--- config.mk ---
export PLATFORM = sky130hd
export DESIGN_NAME = mem_port_arbiter_flat
export DESIGN_NICKNAME = d
export VERILOG_FILES = /design/src/rtl/mem_port_arbiter_pkg.sv /design/src/rtl/mem_port_arbiter_if.sv /design/src/rtl/mem_port_arbiter.sv /design/src/flat_wrapper.sv
export SDC_FILE = /design/constraint.sdc
export NUM_CORES = 1
export LEC_CHECK = 0
export ABC_AREA = 1
export CORE_MARGIN = 5
export CORE_UTILIZATION = 44
export CTS_BUF_LIST = sky130_fd_sc_hd__clkbuf_8
export CTS_CLUSTER_DIAMETER = 150
export DETAILED_ROUTE_END_ITERATION = 10
export GPL_TIMING_DRIVEN = 0
export PLACE_DENSITY = 0.83
export REMOVE_ABC_BUFFERS = 1
export SLEW_MARGIN = 20
export SYNTH_ARGS = -nofsm -noshare
export SYNTH_HDL_FRONTEND = slang
export SYNTH_SLANG_ARGS = --single-unit
--- constraint.sdc ---
create_clock -name clk -period 1.6 [get_ports clk]
set_clock_uncertainty 0.15 [all_clocks]
set_input_delay 0.24 -clock clk [delete_from_list [all_inputs] [get_ports clk]]
set_output_delay 0.24 -clock clk [all_outputs]
set_load 0.02 [all_outputs]
--- src/rtl/mem_port_arbiter_pkg.sv ---
// Shared encodings for the fetch/data memory port arbiter.
// State, owner and fetch byte-enable constants plus the grant rule.
package mem_port_arbiter_pkg;

   typedef enum logic [1:0] {
      ARB_IDLE = 2'd0,
      ARB_BUSY = 2'd1,
      ARB_DONE = 2'd2
   } arb_state_e;

   localparam logic       OWNER_I  = 1'b0;
   localparam logic       OWNER_D  = 1'b1;
   localparam logic [3:0] FETCH_BE = 4'b1111;

   // Data wins unless a fetch is waiting and has been overtaken too often.
   function automatic logic pick_d(
      input logic i_req,
      input logic d_req,
      input logic below_max
   );
      return d_req & (~i_req | below_max);
   endfunction

endpackage

--- src/rtl/mem_port_arbiter_if.sv ---
// Bus bundle between the IF/MEM requesters, the arbiter and memory.
// slave = arbiter view, master = requesters plus memory view.
interface mem_port_arbiter_if #(
   parameter int AW = 32,
   parameter int DW = 32
);
   logic          i_req;
   logic [AW-1:0] i_addr;
   logic [DW-1:0] i_rdata;
   logic          i_done;

   logic          d_req;
   logic          d_we;
   logic [3:0]    d_be;
   logic [AW-1:0] d_addr;
   logic [DW-1:0] d_wdata;
   logic [DW-1:0] d_rdata;
   logic          d_done;

   logic          m_req;
   logic          m_we;
   logic [3:0]    m_be;
   logic [AW-1:0] m_addr;
   logic [DW-1:0] m_wdata;
   logic [DW-1:0] m_rdata;
   logic          m_ack;

   logic          owner;

   modport slave (
      input  i_req, i_addr,
      output i_rdata, i_done,
      input  d_req, d_we, d_be, d_addr, d_wdata,
      output d_rdata, d_done,
      output m_req, m_we, m_be, m_addr, m_wdata,
      input  m_rdata, m_ack,
      output owner
   );

   modport master (
      output i_req, i_addr,
      input  i_rdata, i_done,
      output d_req, d_we, d_be, d_addr, d_wdata,
      input  d_rdata, d_done,
      input  m_req, m_we, m_be, m_addr, m_wdata,
      output m_rdata, m_ack,
      input  owner
   );

endinterface

--- src/rtl/mem_port_arbiter.sv ---
// Single-port memory arbiter: IF fetch vs MEM load/store.
// Data has priority; a starvation counter forces a fetch through.
module mem_port_arbiter
   import mem_port_arbiter_pkg::*;
#(
   parameter int AW         = 32,
   parameter int DW         = 32,
   parameter int STARVE_MAX = 4
) (
   input logic            clk,
   input logic            rstn,
   mem_port_arbiter_if.slave bus
);

   localparam int            CW      = $clog2(STARVE_MAX + 1);
   localparam logic [CW-1:0] CNT_MAX = CW'(STARVE_MAX);

   arb_state_e    state;
   logic [CW-1:0] starve_cnt;
   logic [CW-1:0] starve_inc;
   logic          below_max;
   logic          grant_d;
   logic          grant_i;
   logic [AW-1:0] grant_addr;
   logic [DW-1:0] ack_data;

   assign below_max  = starve_cnt < CNT_MAX;
   assign grant_d    = pick_d(bus.i_req, bus.d_req, below_max);
   assign grant_i    = bus.i_req & ~grant_d;
   assign grant_addr = grant_d ? bus.d_addr : bus.i_addr;
   assign ack_data   = bus.m_rdata;
   assign starve_inc = (starve_cnt == CNT_MAX) ?
                       CNT_MAX : starve_cnt + 1'b1;

   // Arbitration FSM with registered memory-side and completion outputs.
   always_ff @(posedge clk or negedge rstn) begin
      if (!rstn) begin
         state       <= ARB_IDLE;
         starve_cnt  <= '0;
         bus.m_req   <= 1'b0;
         bus.m_we    <= 1'b0;
         bus.m_be    <= '0;
         bus.m_addr  <= '0;
         bus.m_wdata <= '0;
         bus.i_rdata <= '0;
         bus.i_done  <= 1'b0;
         bus.d_rdata <= '0;
         bus.d_done  <= 1'b0;
         bus.owner   <= OWNER_I;
      end else begin
         unique case (state)
            ARB_IDLE: begin
               unique case (1'b1)
                  grant_d: begin
                     bus.owner   <= OWNER_D;
                     bus.m_req   <= 1'b1;
                     bus.m_we    <= bus.d_we;
                     bus.m_be    <= bus.d_be;
                     bus.m_addr  <= grant_addr;
                     bus.m_wdata <= bus.d_wdata;
                     starve_cnt  <= bus.i_req ? starve_inc : '0;
                     state       <= ARB_BUSY;
                  end
                  grant_i: begin
                     bus.owner   <= OWNER_I;
                     bus.m_req   <= 1'b1;
                     bus.m_we    <= 1'b0;
                     bus.m_be    <= FETCH_BE;
                     bus.m_addr  <= grant_addr;
                     bus.m_wdata <= '0;
                     starve_cnt  <= '0;
                     state       <= ARB_BUSY;
                  end
                  default: begin
                     starve_cnt  <= '0;
                  end
               endcase
            end
            ARB_BUSY: begin
               if (bus.m_ack) begin
                  bus.m_req <= 1'b0;
                  state     <= ARB_DONE;
                  if (bus.owner == OWNER_I) begin
                     bus.i_rdata <= ack_data;
                     bus.i_done  <= 1'b1;
                  end else begin
                     bus.d_done <= 1'b1;
                     if (!bus.m_we) begin
                        bus.d_rdata <= ack_data;
                     end
                  end
               end
            end
            ARB_DONE: begin
               bus.i_done <= 1'b0;
               bus.d_done <= 1'b0;
               state      <= ARB_IDLE;
            end
            default: begin
               state <= ARB_IDLE;
            end
         endcase
      end
   end

endmodule
--- src/flat_wrapper.sv ---
// flat-port wrapper written by rule: the top's interface ports become plain ports
module mem_port_arbiter_flat import mem_port_arbiter_pkg::*;
#(
   parameter int AW         = 32,
   parameter int DW         = 32,
   parameter int STARVE_MAX = 4
)
  (clk, rstn, bus_i_req, bus_i_addr, bus_i_rdata, bus_i_done, bus_d_req, bus_d_we, bus_d_be, bus_d_addr, bus_d_wdata, bus_d_rdata, bus_d_done, bus_m_req, bus_m_we, bus_m_be, bus_m_addr, bus_m_wdata, bus_m_rdata, bus_m_ack, bus_owner);
  mem_port_arbiter_if #(.AW(AW), .DW(DW)) bus_i ();
  input logic clk;
  input logic rstn;
  input wire logic [$bits(bus_i.i_req)-1:0] bus_i_req;
  input wire logic [$bits(bus_i.i_addr)-1:0] bus_i_addr;
  output wire logic [$bits(bus_i.i_rdata)-1:0] bus_i_rdata;
  output wire logic [$bits(bus_i.i_done)-1:0] bus_i_done;
  input wire logic [$bits(bus_i.d_req)-1:0] bus_d_req;
  input wire logic [$bits(bus_i.d_we)-1:0] bus_d_we;
  input wire logic [$bits(bus_i.d_be)-1:0] bus_d_be;
  input wire logic [$bits(bus_i.d_addr)-1:0] bus_d_addr;
  input wire logic [$bits(bus_i.d_wdata)-1:0] bus_d_wdata;
  output wire logic [$bits(bus_i.d_rdata)-1:0] bus_d_rdata;
  output wire logic [$bits(bus_i.d_done)-1:0] bus_d_done;
  output wire logic [$bits(bus_i.m_req)-1:0] bus_m_req;
  output wire logic [$bits(bus_i.m_we)-1:0] bus_m_we;
  output wire logic [$bits(bus_i.m_be)-1:0] bus_m_be;
  output wire logic [$bits(bus_i.m_addr)-1:0] bus_m_addr;
  output wire logic [$bits(bus_i.m_wdata)-1:0] bus_m_wdata;
  input wire logic [$bits(bus_i.m_rdata)-1:0] bus_m_rdata;
  input wire logic [$bits(bus_i.m_ack)-1:0] bus_m_ack;
  output wire logic [$bits(bus_i.owner)-1:0] bus_owner;
  assign bus_i.i_req = bus_i_req;
  assign bus_i.i_addr = bus_i_addr;
  assign bus_i_rdata = bus_i.i_rdata;
  assign bus_i_done = bus_i.i_done;
  assign bus_i.d_req = bus_d_req;
  assign bus_i.d_we = bus_d_we;
  assign bus_i.d_be = bus_d_be;
  assign bus_i.d_addr = bus_d_addr;
  assign bus_i.d_wdata = bus_d_wdata;
  assign bus_d_rdata = bus_i.d_rdata;
  assign bus_d_done = bus_i.d_done;
  assign bus_m_req = bus_i.m_req;
  assign bus_m_we = bus_i.m_we;
  assign bus_m_be = bus_i.m_be;
  assign bus_m_addr = bus_i.m_addr;
  assign bus_m_wdata = bus_i.m_wdata;
  assign bus_i.m_rdata = bus_m_rdata;
  assign bus_i.m_ack = bus_m_ack;
  assign bus_owner = bus_i.owner;
  mem_port_arbiter #(.AW(AW), .DW(DW), .STARVE_MAX(STARVE_MAX)) u_core (.clk(clk), .rstn(rstn), .bus(bus_i));
endmodule
==> metrics.md, run 1 <==
| Metric | Value |
|---|---|
| Post-Layout Cell Count | `between 1k and 1.5k` |
| Distinct cells, synth | `24` |
| Post-synth top area cell | `dfrtp_1` |
| Pre-antenna DRT Iters | `5` |
| Critical path fanouts, max | `11` |
| Worst setup EP type | `flip-flop` |
| Max-cap viol count | `0` |
| CP peak stage delay | `approximately 0.43 ns` |
| Worst path top cell family by delay | `buffers and inverters` |
| First-pass GRT wire length | `between 30000 and 40000 microns` |
| Post-route cell area | `roughly 10000 sq um` |
| Post-synthesis cell area | `~6400 sq um` |
| Highest Clock Rate | `between 0.6 and 0.7 GHz` |
| Sequential element share of the synthesized area | `55.8%` |
| Detailed-route via count | `around 6k` |
| Power, Total | `between 15 and 20 mW` |
| Vias in the first global route | `between 6k and 7k` |
| CP dominant cell by count | `nand2_1` |
| Cell Area, Placed | `roughly 9200 sq um` |
| CP Launch Type | `flip-flop` |
| Ys Warns | `0` |
| Antenna violations before repair | `1` |
| Top post-synthesis cells by area | `dfrtp_1 56%, nand2_1 22%, inv_1 4.7%` |
| Most numerous cell in the Yosys netlist | `nand2_1` |
| Starting DRT DRC Count | `274` |
| Async SR Flop Fraction | `100%` |
| P per Cell Area | `between 1500 and 2000 nW/um^2` |
| Worst hold slack | `0.184 ns` |
| Synthesized flop and latch total | `142` |
| Die footprint | `around 17000 sq um` |
| FILL cells | `about 1.1k` |
| Root Buffer | `clkbuf_8` |
| Grt total ovfl | `0` |
| DR WL/cell | `between 15 and 20 microns` |
| Clock Latency Late Sink | `0.44 ns` |
| Detailed Route WL | `between 20000 and 25000 microns` |
| Avg Cell Area, Syn | `about 8.4 sq um` |
| Worst path slowest cell | `dfrtp_2` |
| RSZ-0062 raised after global routing | `true` |
| Tcrit/Tclk final | `99.1%` |
| Clock input transition at the sequential cells of the worst setup and hold paths | `roughly 0.08 ns` |
| Slew HR | `a little under two fifths` |
| Row Count | `between 40 and 50` |
| HP Class | `in2reg` |
| Final hold vios | `0` |
| Final Setup Violations | `0` |
| DRT antenna net count | `0` |
| RePlAce Congestion | `about 0.8` |
| Maximum vdd drop | `roughly 1.1 mV` |
| Htree depth | `4` |
| Die span in x | `between 100 and 150 microns` |
| Post-Syn Instances | `between 700 and 800` |
| Slew at the pin closest to its max-slew limit | `0.928 ns` |
| Outcome | `finished clean` |
| Critical path buffers and inverters | `3` |
| Number of synthesized flops with an enable pin | `0` |
| Most frequent cells after synthesis | `368 x nand2_1, 142 x dfrtp_1, 80 x inv_1` |
| Global Route Usage Sum | `between 20% and 30%` |
| Post-synth top area share | `between 50% and 60%` |
| Cts bufs inserted | `17` |
| Final #Nets | `about 1.2k` |
| Area occupied by multi-input gates | `between 2000 and 3000 sq um` |
| Setup WS post-layout | `around 0.014 ns` |
| Crit path time final | `approximately 1.6 ns` |
| Cells along the critical path | `buf_6, nor2_4, o21ai_4, clkbuf_16, buf_16, nand2_1, nand2_1` |
| Clock Sinks | `142` |
| Final HPWL DP | `13200 microns` |
| Leakage | `around 5.3 nW` |
| Initial Util | `~44%` |
| # DRC | `0` |
| Die height | `approximately 130 microns` |
| CP Class | `reg2reg` |
| Max Slew Vio Count | `0` |
| Storage element area | `between 3000 and 4000 sq um` |
| WP data arrival | `about 1.8 ns` |
| Via/cell ratio | `4.80` |
| Placed insts | `~1.2k` |
| Dpl ws | `-1.49 ns` |
| Core area | `14400 sq um` |
| Synth-to-layout area growth | `58.5%` |
| Io pins | `~280` |
| Clk buf depth | `2` |
| Port bufs | `approximately 270` |
| Fraction of layout cells with a size suffix above 1 | `13.3%` |
| CTS tree | `done` |
| Top_reg_cell synth | `dfrtp_1` |
| WP data required | `around 1.8 ns` |
| Pin count of the biggest net entering global routing | `80` |
-- worst paths after layout --
path | to | from | cells after the start | slack (ns)
hold reg to reg | u_core.bus.m_wdata[29] | u_core.bus.m_wdata[29] | 2 | 0.33
min in group asynchronous | u_core.bus.i_rdata[25] | rstn | 2 | 0.23
max in group asynchronous | u_core.bus.m_addr[29] | rstn | 3 | 0.33
setup / recovery | u_core.bus.m_wdata[8] | u_core.state[0] | 7 | 0.01
setup reg to reg | u_core.bus.m_wdata[8] | u_core.state[0] | 7 | 0.01
hold / removal | u_core.bus.m_wdata[31] | bus_d_wdata[31] | 3 | 0.18
-- layer usage --
layer  wire length [microns]  vias to the layer above  track usage [%]
met2                   10400                      243             41.3
met3                    2610                       22             11.1
met5                       0                        -                0
met4                     307                        0             7.15
li1                        -                     2932                -
met1                    8190                     2843             28.7
-- cell usage in the layout, fill, tap and decap left out, types with 5 or more instances in the layout --
| cell type | count |
|---|---|
| nand3_1 | 35 |
| clkbuf_8 | 19 |
| buf_12 | 8 |
| dlygate4sd2_1 | 93 |
| clkbuf_2 | 6 |
| o21ai_2 | 23 |
| o21ai_0 | 9 |
| inv_1 | 82 |
| nand2_1 | 354 |
| clkdlybuf4s15_1 | 39 |
| o21ai_1 | 11 |
| buf_4 | 20 |
| buf_6 | 7 |
| o21bai_1 | 30 |
| dfrtp_1 | 138 |
| clkdlybuf4s50_1 | 133 |
| nor2_4 | 5 |
| nand2_2 | 13 |
| clkinvlp_4 | 5 |
-- state kept, by name, indices dropped and copies added, names as in the netlist --
name                count
u_core.bus.d_rdata     32
u_core.bus.i_rdata     32
u_core.bus.m_addr      32
u_core.bus.m_wdata     32
u_core.bus.m_be         4
u_core.starve_cnt       3
u_core.state            2
u_core.bus.d_done       1
u_core.bus.i_done       1
u_core.bus.m_req        1
u_core.bus.m_we         1
u_core.bus.owner        1
-- through the flow --
step | util (%) | TNS [ns]
3_5_place_dp | 63.9 | -121.14
3_3_place_gp | 63.3 | -1066.92
5_1_grt | 70.2 | -0.962
6_report | 70.2 | 0
2_1_floorplan | - | -44.24
4_1_cts | 68.2 | -0.507
-- worst reg2reg max path, delay by kind of cell (launching register included) --
family / cells / cell delay, ns
buffers and inverters: 3 / 0.49
AND/OR/NAND/NOR: 3 / 0.27
flip-flops: 1 / 0.43
AO/OA/AOI/OAI: 1 / 0.13
-- cell type report --
| type | count | share of cell area (%) |
|---|---|---|
| Antenna cell | 1 | 0.0248 |
| Clock buffer | 19 | 2.59 |
| Clock inverter | 12 | 0.979 |
| Inverter | 83 | 3.17 |
| Multi-Input combinational cell | 502 | 24.8 |
| Sequential cell | 142 | 35.3 |
| Tap cell | 184 | 2.28 |
| Timing Repair Buffer | 315 | 30.9 |
-- kinds of logic (layout without fill, tap and decap cells) --
kind of cell,Yosys count,in the layout,share of synthesized area (%)
AOI/OAI and AO/OA,78,79,8.96
adders and majority gates,2,2,0.393
buffers and inverters,122,429,8.82
DFF,142,142,55.8
other,0,1,0
and+or+nand+nor,413,421,26.0
-- repair_timing --
item                       CTS  global route
setup endpoints to repair  276           128
hold buffers                 1             0
hold endpoints to repair    78             0
setup buffers               25            10
gates cloned                 9             3
pin swaps                   10             5
gates resized for setup    158            80
-- power by group --
part	internal (mW)	switching [mW]
combinational	3.89	5.84
clock	1.29	1.39
sequential	5.22	0.888
total	10.4	8.12
Note: power is estimated with default switching activity, not from simulation.
==> run 2, diff against run 1 <==
- CELL_PAD_IN_SITES_DETAIL_PLACEMENT: default -> 1
- CELL_PAD_IN_SITES_GLOBAL_PLACEMENT: default -> 1
- CORE_UTILIZATION: 44 -> 31
- PLACE_DENSITY: 0.83 -> default
- PLACE_DENSITY_LB_ADDON: default -> 0.1
==> run 2 against run 1 <==
  * Combinational power decreased by 0.9%
  * Critical path type unchanged
  * Maximum frequency increased by 1.4%
  * Clock-buffer cell count decreased by 1
  * Non-clock buffer count decreased by 3
  * Die area increased by 38%
  * Highest routed layer unchanged
  * Via count decreased by 0.17%
  * Worst setup slack improved by 0.022 ns
  * First-iteration DRC count increased by 1.5%
  * Sequential power decreased by 0.8%
  * Power increased by 0.99%
==> metrics.md, run 2 (synthesis gave the netlist of run 1 again) <==
| Metric | Value |
|---|---|
| Port bufs | `274 (unchanged)` |
| FILL cells | `2388 (+110%)` |
| Placed insts | `1267 (+7.5%)` |
| Via/cell ratio | `4.50 (-6.2%)` |
| CP Launch Type | `flip-flop` |
| Initial Util | `31.5% (-13 points)` |
| Diode count | `0 (-1)` |
| Power, Total | `18.7 mW (+0.99%)` |
| Outcome | `finished clean` |
| Dpl ws | `-1.58 ns (-0.0931 ns)` |
| Tcrit/Tclk final | `97.8% (-1.3 points)` |
| Setup WS post-layout | `0.0356 ns (+0.0215 ns)` |
| Global Route Usage Sum | `19.5% (-5.2 points)` |
| First-pass GRT wire length | `36500 microns (+13%)` |
| Fraction of layout cells with a size suffix above 1 | `14.5% (+1.2 points)` |
| Cells along the critical path | `buf_6, nor2_4, o21ai_4, buf_6, buf_4, nand2_1, nand2_1` |
| Detailed Route WL | `23200 microns (+7.7%)` |
| Die footprint | `23500 sq um (+38%)` |
| Cell internal pwr | `10.5 mW (+0.80%)` |
| WP data arrival | `1.76 ns (about the same)` |
| Die height | `153 microns (+18%)` |
| Psw | `8.22 mW (+1.2%)` |
| Io pins | `275 (unchanged)` |
| Post-route cell area | `10100 sq um (about the same)` |
| Highest Clock Rate | `0.639 GHz (+1.4%)` |
| Root Buffer | `clkbuf_8` |
| Final Setup Violations | `0 (unchanged)` |
| Die span in x | `153 microns (+18%)` |
| Sequential power share | `32.4% (-0.6 points)` |
| WP data required | `1.79 ns (+0.02 ns)` |
| Final HPWL DP | `14800 microns (+12%)` |
| DR WL/cell | `17.3 microns (+1.2%)` |
| RePlAce Congestion | `0.767 (-2.4%)` |
| CP peak stage delay | `0.43 ns (about the same)` |
| Cell Area, Placed | `9340 sq um (+1.7%)` |
| Post-Layout Cell Count | `1339 (+6.4%)` |
| Pin count of the biggest net entering global routing | `73 (-8.8%)` |
| Leakage | `5.21 nW (-2.1%)` |
| Grt total ovfl | `0 (unchanged)` |
| Final hold vios | `0 (unchanged)` |
| Row Count | `52 (+18%)` |
| Clk network pwr share | `16.0% (+1.5 points)` |
| Final #Nets | `1196 (-0.42%)` |
| Max Slew Vio Count | `0 (unchanged)` |
| Core area | `20200 sq um (+41%)` |
| Maximum vdd drop | `0.654 mV (-41%)` |
| Detailed-route via count | `6030 (-0.17%)` |
| P per Cell Area | `1850 nW/um^2 (+0.96%)` |
| Slew HR | `55.0% (+17 points)` |
| HP Class | `in2reg` |
| Commonest non-fill, non-tap cell in the layout | `nand2_1` |
| Max-cap viol count | `0 (unchanged)` |
| # DRC | `0 (unchanged)` |
| Worst path slowest cell | `dfrtp_2` |
| Combinational power share | `51.5% (-1.0 points)` |
| Worst setup EP type | `flip-flop` |
| Pre-antenna DRT Iters | `4 (-1)` |
| Worst hold slack | `0.153 ns (-0.0312 ns)` |
| Clock Latency Late Sink | `0.44 ns (about the same)` |
| Clock input transition at the sequential cells of the worst setup and hold paths | `0.08 ns (about the same)` |
| CP Class | `reg2reg` |
| Clk buf depth | `2 (unchanged)` |
| Most frequent cells in the layout | `365 x nand2_1, 139 x dfrtp_1, 133 x clkdlybuf4s50_1, 81 x inv_1, 72 x clkdlybuf4s15_1` |
| Starting DRT DRC Count | `278 (+1.5%)` |
| DRT antenna net count | `0 (unchanged)` |
| Clock Sinks | `142 (unchanged)` |
| Critical path fanouts, max | `5 (-6)` |
| CTS tree | `done` |
| Slew at the pin closest to its max-slew limit | `0.675 ns (-0.253 ns)` |
| Antenna violations before repair | `0 (-1)` |
| Synth-to-layout area growth | `58.5% (about the same)` |
| Cts bufs inserted | `17 (unchanged)` |
| Htree depth | `4 (unchanged)` |
| Vias in the first global route | `6371 (+4.4%)` |
| Switch share | `44.0% (+0.10 points)` |
| Crit path time final | `1.56 ns (-0.0215 ns)` |
-- run 2: cell count changes in the layout (fill, tap and decap cells not counted), moves of 2 or more --
| cell | previous run | this run |
|---|---|---|
| nand3_4 | 4 | 2 |
| nand2_1 | 354 | 365 |
| o21bai_4 | 3 | 0 |
| clkdlybuf4s15_1 | 39 | 72 |
| inv_6 | 2 | 4 |
| clkinv_2 | 2 | 0 |
| o21ai_1 | 11 | 13 |
| buf_4 | 20 | 16 |
| o21ai_0 | 9 | 7 |
| nand2_2 | 13 | 2 |
| clkbuf_2 | 6 | 35 |
| o21bai_1 | 30 | 33 |
| dlygate4sd2_1 | 93 | 31 |
-- run 2: layout make-up --
type | instances | area, sq um | share of cell area (%)
Clock buffer | 18 | 248 | 2.45
Tap cell | 270 | 338 | 3.35
Clock inverter | 14 | 158 | 1.56
Inverter | 83 | 338 | 3.35
Multi-Input combinational cell | 500 | 2410 | 23.9
Sequential cell | 142 | 3560 | 35.2
Timing Repair Buffer | 312 | 3050 | 30.2
-- run 2: layer usage --
| metal | routed length, microns | track usage [%] |
|---|---|---|
| met5 | 0 | 0 |
| met2 | 11000 | 32.1 |
| met3 | 1820 | 7.41 |
| met4 | 183 | 3.78 |
| met1 | 10200 | 24.7 |
-- run 2: per-stage QoR --
stage | util (%) | setup TNS [ns]
finish | 49.9 | 0
global route | 49.9 | -0.451
CTS | 48.9 | -1.57
detailed placement | 46.2 | -117.77
global placement | 45.5 | -1156.78
floorplan | - | -44.24
-- run 2: what timing repair did --
item,in CTS,in global routing
gates resized for setup,184,130
hold endpoints to repair,71,0
setup endpoints to repair,274,215
pin swaps,9,3
setup buffers,14,13
gates cloned,7,5
hold buffers,1,0
-- run 2: critical path, delay by kind of cell (launching register included) --
kind,cells,cell delay (ns)
buffers and inverters,3,0.48
AOI/OAI and AO/OA,1,0.11
DFF,1,0.43
and+or+nand+nor,3,0.30
-- run 2: power by group through the flow --
stage / clock network (mW) / registers [mW] / logic (mW)
5_1_grt: 3.29 / 6.29 / 10.5
3_5_place_dp: 0 / 6.15 / 9.76
3_3_place_gp: 0 / 6.09 / 9.50
6_report: 3.00 / 6.06 / 9.64
4_1_cts: 3.12 / 6.03 / 9.29
2_1_floorplan: 0 / 8.07 / 2.76
-- run 2: final timing paths --
path	start	end	slack, ns	cells after the start
setup / recovery	u_core.state[1]	u_core.bus.m_wdata[23]	0.04	7
hold / removal	bus_d_req	u_core.bus.m_addr[13]	0.15	5
setup reg to reg	u_core.state[1]	u_core.bus.m_wdata[23]	0.04	7
hold reg to reg	u_core.bus.m_req	u_core.bus.m_req	0.33	2
max in group asynchronous	rstn	u_core.state[0]	0.27	3
min in group asynchronous	rstn	u_core.bus.m_addr[13]	0.19	2
==> run 3, diff against run 2 <==
- SLEW_MARGIN: 20 -> 10
==> run 3 against run 2 <==
  * Critical path depth up 1
  * Largest power group unchanged
  * Maximum frequency is 1.1% lower
  * Worst setup slack lost 0.017 ns
  * Hold slack better by 0.018 ns
==> metrics.md, run 3 (synthesis gave the netlist of run 1 again) <==
| Metric | Value |
|---|---|
| Highest Clock Rate | `0.632 GHz (-1.1%)` |
| Outcome | `finished clean` |
| Clk network pwr share | `15.9% (about the same)` |
| FILL cells | `2386 (-0.084%)` |
| Root Buffer | `clkbuf_8` |
| First-pass GRT wire length | `36500 microns (about the same)` |
| HP Class | `in2reg` |
| Die height | `153 microns (unchanged)` |
| WP data required | `1.84 ns (+0.05 ns)` |
| Global Route Usage Sum | `19.5% (+0.064 points)` |
| Cell internal pwr | `10.7 mW (+1.7%)` |
| Clock Sinks | `142 (unchanged)` |
| Crit path time final | `1.58 ns (+0.0173 ns)` |
| Placed insts | `1266 (-0.079%)` |
| Via/cell ratio | `4.48 (-0.62%)` |
| Clock Latency Late Sink | `0.44 ns (about the same)` |
| Core area | `20200 sq um (unchanged)` |
| Fraction of layout cells with a size suffix above 1 | `14.4% (-0.11 points)` |
| Clock input transition at the sequential cells of the worst setup and hold paths | `0.09 ns (about the same)` |
| Initial Util | `31.5% (unchanged)` |
| Port bufs | `274 (unchanged)` |
| Final HPWL DP | `14700 microns (-0.43%)` |
| DR WL/cell | `17.5 microns (+0.71%)` |
| Maximum vdd drop | `0.665 mV (+1.7%)` |
| Switch share | `43.6% (-0.31 points)` |
| Pre-antenna DRT Iters | `4 (unchanged)` |
| RSZ-0062 raised after global routing | `true` |
| Combinational power share | `52.0% (+0.5 points)` |
| Final Util | `50.4% (+0.47 points)` |
| Final hold vios | `0 (unchanged)` |
| Final #Nets | `1197 (+0.084%)` |
| Commonest non-fill, non-tap cell in the layout | `nand2_1` |
| CP Launch Type | `flip-flop` |
| Hold depth | `3 (-2)` |
| Worst setup EP type | `flip-flop` |
| Detailed-route via count | `5997 (-0.55%)` |
| Grt total ovfl | `0 (unchanged)` |
| Slew HR | `56.2% (+1.2 points)` |
| WP data arrival | `1.82 ns (+0.06 ns)` |
| Leakage | `5.26 nW (+0.98%)` |
| Psw | `8.25 mW (+0.39%)` |
| Worst hold slack | `0.171 ns (+0.0184 ns)` |
| Vias in the first global route | `6378 (+0.11%)` |
| Die footprint | `23500 sq um (unchanged)` |
| Most frequent cells in the layout | `361 x nand2_1, 138 x dfrtp_1, 133 x clkdlybuf4s50_1, 81 x inv_1, 68 x clkdlybuf4s15_1` |
| Power, Total | `18.9 mW (+1.1%)` |
| Detailed Route WL | `23400 microns (+0.79%)` |
| Sequential power share | `32.1% (-0.3 points)` |
| Antenna violations before repair | `0 (unchanged)` |
| Synth-to-layout area growth | `60.0%` |
| # DRC | `0 (unchanged)` |
| Clk buf depth | `2 (unchanged)` |
| Row Count | `52 (unchanged)` |
| CP Class | `reg2reg` |
| Critical path fanouts, max | `5 (unchanged)` |
| Setup_tns | `0 ns (unchanged)` |
| CTS tree | `done` |
| FF-to-FF path depth | `8 (+1)` |
| RePlAce Congestion | `0.767 (unchanged)` |
| Htree depth | `4 (unchanged)` |
| Final Setup Violations | `0 (unchanged)` |
| Slew at the pin closest to its max-slew limit | `0.658 ns (-0.0176 ns)` |
| Cts bufs inserted | `17 (unchanged)` |
| Io pins | `275 (unchanged)` |
| Max Slew Vio Count | `0 (unchanged)` |
| Starting DRT DRC Count | `223 (-20%)` |
| Diode count | `0 (unchanged)` |
| Pin count of the biggest net entering global routing | `73 (unchanged)` |
| Post-Layout Cell Count | `1340 (+0.075%)` |
| Max-cap viol count | `0 (unchanged)` |
| DRT antenna net count | `0 (unchanged)` |
| P per Cell Area | `1860 nW/um^2 (+0.16%)` |
| Tcrit/Tclk final | `98.9% (+1.1 points)` |
| Die span in x | `153 microns (unchanged)` |
| Flop-to-flop setup slack | `0.02 ns (-0.02 ns)` |
==> run 3: layout make-up <==
class | instances | area (sq um) | area share (%)
multi-input combinational | 500 | 2430 | 23.8
inverter | 83 | 345 | 3.39
clock buffer | 18 | 248 | 2.43
sequential | 142 | 3560 | 34.9
timing repair buffer | 313 | 3120 | 30.6
clock inverter | 14 | 158 | 1.55
tap | 270 | 338 | 3.31
==> run 3: through the flow <==
step | setup WS, ns | instance area (sq um)
3_3_place_gp | -6.22 | 9200
6_report | 0.0182 | 10200
3_5_place_dp | -1.58 | 9310
4_1_cts | -0.0681 | 9950
5_1_grt | -0.0683 | 10200
2_1_floorplan | -0.479 | 6120
==> run 3: what timing repair did <==
action                                  4_1_cts  5_1_grt
hold buffers                                  1        0
endpoints found under the setup margin      275      187
gates cloned                                  8        4
resized for setup                           173      127
pin swaps                                     9        7
hold endpoints to repair                     71        0
buffers inserted                             16       13
==> run 3: path summary, 6_finish.rpt <==
| kind | start | end |
|---|---|---|
| worst max-delay path | u_core.state[0] | u_core.bus.m_wdata[5] |
| max in group asynchronous | rstn | u_core.state[0] |
| min in group asynchronous | rstn | u_core.bus.m_addr[13] |
| worst max register to register | u_core.state[0] | u_core.bus.m_wdata[5] |
| worst min register to register | u_core.bus.m_req | u_core.bus.m_req |
| worst min-delay path | bus_d_wdata[24] | u_core.bus.m_wdata[24] |
==> run 3: critical path, stage by stage, from the launching register on <==
cell,delay [ns]
dfrtp_2,0.41
buf_6,0.12
nor2_4,0.09
buf_6,0.14
inv_8,0.04
nor2_4,0.25
clkbuf_16,0.22
nand2_1,0.06
nand2_1,0.05
==> run 3: power groups by stage <==
| stage | registers (mW) | clock network (mW) | logic (mW) |
|---|---|---|---|
| 2_1_floorplan | 8.07 | 0 | 2.76 |
| 3_3_place_gp | 6.09 | 0 | 9.50 |
| 3_5_place_dp | 6.16 | 0 | 9.75 |
| 5_1_grt | 6.28 | 3.29 | 10.7 |
| 4_1_cts | 6.03 | 3.10 | 9.42 |
| 6_report | 6.07 | 3.01 | 9.83 |
==> run 3: per-layer routing <==
layer | up-vias | part of all wire [%] | track usage, %
li1 | 2917 | - | -
met1 | 2882 | 43 | 24.9
met2 | 180 | 48 | 32.0
met3 | 18 | 7.6 | 6.81
met4 | 0 | 1.3 | 4.71
met5 | - | 0 | 0
